`config.mk`:
```
export PLATFORM = sky130hd
export DESIGN_NAME = pc_branch_unit
export DESIGN_NICKNAME = d
export VERILOG_FILES = /design/src/rtl/pc_branch_unit.sv
export SDC_FILE = /design/constraint.sdc
export NUM_CORES = 1
export LEC_CHECK = 0
export BUFFER_PORTS_ARGS = -buffer_cell sky130_fd_sc_hd__buf_2
export CORE_ASPECT_RATIO = 1.25
export CORE_MARGIN = 3
export CORE_UTILIZATION = 45
export CTS_BUF_LIST = sky130_fd_sc_hd__clkbuf_8 sky130_fd_sc_hd__clkbuf_16
export CTS_CLUSTER_SIZE = 12
export DETAILED_ROUTE_END_ITERATION = 10
export PLACE_DENSITY_LB_ADDON = 0.25
export SETUP_SLACK_MARGIN = 0.2
export SYNTH_ARGS = -nofsm -noshare
export SYNTH_HDL_FRONTEND = slang
export SYNTH_SLANG_ARGS = --single-unit
```
`constraint.sdc`:
```
create_clock -name clk -period 4.92 [get_ports clk]
set_input_delay 0.738 -clock clk [delete_from_list [all_inputs] [get_ports clk]]
set_output_delay 0.738 -clock clk [all_outputs]
set_load 0.01 [all_outputs]
```
`src/rtl/pc_branch_unit.sv`:
```
// Program-counter stage: sequential fetch, flag-conditional jumps and
// call/return through a small LIFO return-address stack. All outputs are
// registered; flags are consumed combinationally at the advancing edge.
module pc_branch_unit #(
    parameter int AW    = 8,
    parameter int DEPTH = 4
) (
    input  logic          clk,
    input  logic          rst,
    input  logic          en,
    input  logic [2:0]    op,
    input  logic [AW-1:0] target,
    input  logic [2:0]    f,
    output logic [AW-1:0] pc,
    output logic          taken,
    output logic [3:0]    sp,
    output logic          stk_ovf,
    output logic          stk_unf
);

    // Index width for the stack array; a single-entry stack still needs one bit.
    localparam int         SW      = (DEPTH > 1) ? $clog2(DEPTH) : 1;
    localparam logic [3:0] DEPTH_W = 4'(DEPTH);

    localparam logic [2:0] OP_NOP  = 3'b000;
    localparam logic [2:0] OP_JMP  = 3'b001;
    localparam logic [2:0] OP_JC   = 3'b010;
    localparam logic [2:0] OP_JZ   = 3'b011;
    localparam logic [2:0] OP_JN   = 3'b100;
    localparam logic [2:0] OP_JNZ  = 3'b101;
    localparam logic [2:0] OP_CALL = 3'b110;
    localparam logic [2:0] OP_RET  = 3'b111;

    logic [AW-1:0] pc_reg, pc_next;
    logic          taken_reg, taken_next;
    logic [3:0]    sp_reg, sp_next;
    logic          ovf_reg, ovf_next;
    logic          unf_reg, unf_next;
    logic          push;

    logic [AW-1:0] stack_mem [DEPTH];

    logic [AW-1:0] seq;
    logic [3:0]    sp_dec;
    logic [SW-1:0] push_idx;
    logic [SW-1:0] pop_idx;

    // Return address always wraps modulo 2^AW, same as the sequential pc.
    assign seq      = pc_reg + {{(AW-1){1'b0}}, 1'b1};
    assign sp_dec   = sp_reg - 4'd1;
    assign push_idx = sp_reg[SW-1:0];
    assign pop_idx  = sp_dec[SW-1:0];

    // Next-state decode of the branch opcode; only evaluated as a change when en=1.
    always_comb begin
        pc_next    = pc_reg;
        taken_next = 1'b0;
        sp_next    = sp_reg;
        ovf_next   = ovf_reg;
        unf_next   = unf_reg;
        push       = 1'b0;
        if (en) begin
            pc_next = seq;
            unique case (op)
                OP_NOP: pc_next = seq;
                OP_JMP: begin
                    pc_next    = target;
                    taken_next = 1'b1;
                end
                OP_JC: if (f[0]) begin
                    pc_next    = target;
                    taken_next = 1'b1;
                end
                OP_JZ: if (f[1]) begin
                    pc_next    = target;
                    taken_next = 1'b1;
                end
                OP_JN: if (f[2]) begin
                    pc_next    = target;
                    taken_next = 1'b1;
                end
                OP_JNZ: if (!f[1]) begin
                    pc_next    = target;
                    taken_next = 1'b1;
                end
                OP_CALL: begin
                    if (sp_reg < DEPTH_W) begin
                        push       = 1'b1;
                        sp_next    = sp_reg + 4'd1;
                        pc_next    = target;
                        taken_next = 1'b1;
                    end else begin
                        // Full stack: refuse the call and fall through.
                        ovf_next = 1'b1;
                    end
                end
                OP_RET: begin
                    if (sp_reg != 4'd0) begin
                        sp_next    = sp_dec;
                        pc_next    = stack_mem[pop_idx];
                        taken_next = 1'b1;
                    end else begin
                        unf_next = 1'b1;
                    end
                end
                default: pc_next = seq;
            endcase
        end
    end

    // Architectural state; reset discards any pending push/pop.
    always_ff @(posedge clk) begin
        if (rst) begin
            pc_reg    <= '0;
            taken_reg <= 1'b0;
            sp_reg    <= 4'd0;
            ovf_reg   <= 1'b0;
            unf_reg   <= 1'b0;
        end else begin
            pc_reg    <= pc_next;
            taken_reg <= taken_next;
            sp_reg    <= sp_next;
            ovf_reg   <= ovf_next;
            unf_reg   <= unf_next;
        end
    end

    // Return-address storage; contents are not reset, only the pointer is.
    always_ff @(posedge clk) begin
        if (!rst && push) begin
            stack_mem[push_idx] <= seq;
        end
    end

    assign pc      = pc_reg;
    assign taken   = taken_reg;
    assign sp      = sp_reg;
    assign stk_ovf = ovf_reg;
    assign stk_unf = unf_reg;

endmodule

```
# Word level (Yosys, flattened, before mapping)
# Memories as Yosys holds them, arrays and structs flattened.
# Cells that the tools add are included.
# Widths: inputs -> output; s select.
op_classes:
  n_addsub: 3
  n_mul: 0
  n_div: 0
  order_cmp: 1
  eq_ne: 9
  shifts: 0
  mux: 21
  n_bitwise: 3
  n_reduce_logical: 9
ops:
  columns: ["operator", "count"]
  rows:
  - ["$pmux 8 s8", 1]
  - ["$mux 8", 6]
  - ["$eq 3x3->1 const B", 4]
  - ["$mux 1", 10]
  - ["$add 8x1->8 const B", 1]
  - ["$mux 4", 2]
  - ["$pmux 4 s2", 1]
  - ["$pmux 1 s7", 1]
  - ["$eq 3x2->1 const B", 2]
  - ["$reduce_and 3->1", 2]
  - ["$add 4x1->4 const B", 1]
  - ["$lt 4x3->1 const B", 1]
  - ["$ne 2x2->1 const B", 2]
  - ["$reduce_and 4->1", 1]
  - ["$reduce_bool 4->1", 1]
  - ["$sub 4x1->4 const B", 1]
  - ["$eq 3x1->1 const B", 1]
  - ["$logic_not 3->1", 1]
  - ["$not 1->1", 3]
  - ["$reduce_bool 2->1", 1]
  - ["$reduce_or 2->1", 1]
  - ["$logic_and 1x1->1", 1]
  - ["$logic_not 1->1", 1]
word_totals:
  reg_bits: 15
  latchBits: 0
  ramBits: 32
  rom_bits: 0
  mem_count: 1
mem_list:
  columns: ["memory", "depth", "word_bits", "read_ports", "rd_clocked_by_memory_dff", "wr", "line", "text"]
  rows:
  - ["stack_mem", 4, 8, 1, 0, 1, "41", "logic [AW-1:0] stack_mem [DEPTH];"]

# Depth between registers and ports, before layout
depth:
  word_depth: 7
  ltp_mapped: 8

# Worst setup path before layout
# Ideal clock, no wire load.
synth_path:
  path_type: "register -> register"
  from: "register sp_reg[0], in the netlist sp[0]"
  to: "register pc_reg[3], in the netlist pc[3]"
  setup_ps: 112
  arrival_time_ps: 2079
  required_ps: 4808
  setup_slack_ps: 2729
  stages_incl_launch_ff: 8
  synth_period_minus_slack_ps: 2191
  path_cell_list: "dfxtp_1 > buf_2 > inv_1 > ha_1 > clkbuf_1 > mux4_2 > a22oi_1 > a2111oi_1"
synth_via:
  elab_chain_cells: 4
  word_cells_on_any_way: 7
  cone_classes: "add/sub (1); order compare (1); mux (3); reduce/logical (1); memory (1)"
synth_rtl:
  columns: ["item", "line", "text"]
  rows:
  - ["start: declaration", "36", "logic [3:0] sp_reg, sp_next;"]
  - ["start signal: assignment", "122", "sp_reg <= sp_next;"]
  - ["$sub 4x1->4", "50", "assign sp_dec = sp_reg - 4'd1;"]
  - ["$mem_v2 4x8", null, null]
  - ["$mux 8", "98", "if (sp_reg != 4'd0) begin"]
  - ["$pmux 8 s8 (*)", "64", "unique case (op)"]
  - ["end signal: assignment", "120", "pc_reg <= pc_next;"]
  - ["end: declaration", "34", "logic [AW-1:0] pc_reg, pc_next;"]
# Every way passes the cells marked *; elsewhere a longest branch is shown, timed or not.
# A chain may end at the register's enable or synchronous reset.

# Final worst setup path
layout_path:
  from: "register sp_reg[0], in the netlist sp[0]"
  to: "register sp_reg[1], in the netlist sp[1]"
layout_via:
  elab_chain_cells: 3
  word_cells_on_any_way: 10
  cone_classes: "add/sub (2); order compare (1); eq/ne (2); mux (3); reduce/logical (2)"
layout_rtl:
  columns: ["item", "line"]
  rows:
  - ["$sub 4x1->4, or another cell as far along", "50"]
  - ["$mux 4, or another cell as far along", "98"]
  - ["$pmux 4 s2 / $reduce_and 4->1 (equally long branches)", null]
# Several ways; a longest one is shown, not always the timed one. The select of a mux whose other input is x is not followed.

==> impl_results.md <==
* Total wire length at 4786 um
* Vias per inst at around 5.8
* Die H at around 85 um
* Rel. slew slack at 0.3604
* Final Hold Fails at 0
* Ranking of synthesized cells by area: edfxtp_1 43%, dfxtp_1 13%, mux4_2 8.1%, nor2_1 3.2%, ha_1 2.8%
* Max cap viols at 0
* # hold bufs at CTS at 0
* Syn Nets at 193
* Pwr dens at 320.9 nW/um^2
* Initial antenna violation count at 0
* Sequential Area at 1261 sq um
* Ant. Diodes at 0
* WL per Instance at about 18 um
* Outcome: completed
* Clk Latency, worst-skew pair at approximately 0.31 ns
* IO Count at 32
* CTS H-Tree Depth at 2
* Largest net degree at the start of global routing at 17
* Clock sink count at 47
* Post-synthesis instance area at 2227 sq um
* Ys Warns at 0
* Core ar. at 4765 sq um
* Root Driver: clkbuf_8
* Final cycle utilization of the critical path at 0.5859
* Tot GR Track Use at 0.1871
* Critical Path Fanout Max at 14
* Area Growth Syn to Fin at 13.60%
* Setup crit start kind: register
* Setup_tns at 0 ns
* Post-layout net count at around 220
* Leading area contributor after synthesis: edfxtp_1
* Starting DRT DRC Count at about 150
* Crit path capture type: register
* Detail Placement HPWL at between 3000 and 4000 um
* Clock Skew at 0.007848 ns
* Top-area cell type share of the netlist area at 0.4315
* Leak at 0.9061 nW
* VDD IR max at 141.7 uV
* DR vias at about 1.5k
* Cts repair resizes at 0
* Worst setup margin at about 2 ns
* Syn avg cell area at between 10 and 15 sq um
* CP arrival at between 3 and 4 ns
* Residual DRC at 0
* Number of flip-flops under the largest register name at 32
* DRT Pass-1 Iters at 4
* GP Congestion at between 0.7 and 0.8
* Clock tree buffer depth at 2
* Post-CTS Setup Bufs at 0
* Multi-input combinational cell area at 907.1 sq um
* Final Setup Violations at 0
* Clock slew at reported path FFs at about 0.09 ns
* Worst slew pin tran at ~0.96 ns
* Place WS at approximately 2.1 ns
* Min-Delay Path Class: reg -> reg
* Post-Route Hold Slack at 0.4738 ns
* Number of port buffers at 31
* Starting Density at 0.4674
* Max-slew violations at 0
* FF+latch count, synth at 47
* # fillers at around 460
* Post-route minimum period at just under 3 ns
* First-pass GRT wire length at slightly below 8000 um
* RSZ-0062 raised after global routing: no
* Cts bufs inserted at 5
* Max Clk Rate at 346.9 MHz
* Cell variety after synth at 40
* DIE WIDTH at between 60 and 70 um
* Syn Inst Count at around 170
* Sequential share of the synthesized area at 0.5663
* Row count at 28
* Die area at 5835 sq um
* CP Class: reg -> reg
* CTS tree: built
* Layout Utilization at 0.5310
* CP required at ~5 ns
* Grt total ovfl at 0
* Vias in the first global route at ~1.6k
* Share of cells above drive strength 1 at 0.2886
* Final ANT Viol Nets at 0
* Pwr Total at approximately 0.8 mW
layout make-up:
cell class              count  share of cell area
well taps                  60             0.02967
clock buffers               7             0.04253
multi-input cells         111              0.3586
clock inverters             1            0.003462
inverters                   4            0.005935
repair buffers             31             0.06133
flip-flops and latches     47              0.4985
cells in the final DEF (no fill, tap or decap), types with 5 or more instances in the layout:
cell	n
edfxtp_1	32
buf_2	31
nor2_1	19
dfxtp_1	15
a21oi_1	11
nand3_1	10
nand2b_1	8
mux4_2	8
clkbuf_8	6
xnor2_1	5
nand2_1	5
xor2_1	5
ha_1	5
critical path, cell delays in order (launching register included):
cell      delay, ns
dfxtp_1        0.83
inv_1          0.22
ha_1           0.30
a21oi_1        0.75
o21ai_0        0.35
a211oi_1       0.35
final timing paths:
kind                            cells past startpoint  startpoint  slack [ns]       to
worst max-delay path                                5       sp[0]        2.04    sp[1]
worst min-delay path                                2     stk_ovf        0.47  stk_ovf
worst max register to register                      5       sp[0]        2.04    sp[1]
worst min register to register                      2     stk_ovf        0.47  stk_ovf
synthesized netlist by cell type, drive strengths merged:
cell and n:
buf 3, nand3 11, ha 5, nor3b 1, o221ai 1, a211oi 1
o21ai 1, nor3 3, inv 4, and3 1, a221oi 1, xor2 5
a31oi 1, xnor2 5, a21oi 12, mux2 1, dfxtp 15, mux4 8
a311oi 6, and4 1, nor2 19, edfxtp 32, nand2b 8, nand2 5
o211ai 1, o31a 1, clkbuf 6, a2111oi 2, nor4 3, and2 4
a22oi 1, mux2i 1, nand3b 2
routing by layer:
metal | global-route usage | routed length (um) | part of all wire
met1 | 0.2272 | 2064 | 0.43
met2 | 0.3090 | 2387 | 0.50
met3 | 0.04284 | 221 | 0.046
met4 | 0.08333 | 111 | 0.023
met5 | 0 | 0 | 0
per-stage QoR:
step,std cells,cell area [sq um]
after CTS,261,2530
after detailed placement,253,2414
after floorplan,171,2227
after global routing,261,2530
after global placement,253,2414
final,261,2530
power by group:
| part | internal [mW] | total [mW] | switching, mW | leakage, nW |
|---|---|---|---|---|
| Combinational | 0.0375 | 0.0887 | 0.0513 | 0.433 |
| Clock | 0.147 | 0.278 | 0.132 | 0.0600 |
| Sequential | 0.433 | 0.445 | 0.0123 | 0.413 |
| Total | 0.617 | 0.812 | 0.195 | 0.906 |
logic make-up after synthesis:
| kind of cell | after synthesis | share of synthesized area |
|---|---|---|
| simple gates | 58 | 0.1449 |
| mux | 10 | 0.09045 |
| compound gates | 28 | 0.1045 |
| flops | 47 | 0.5663 |
| buf+inv | 13 | 0.02640 |
| fa+ha+maj | 5 | 0.02809 |
| xor+xnor | 10 | 0.03932 |
Note: power is estimated with default switching activity, not from simulation.
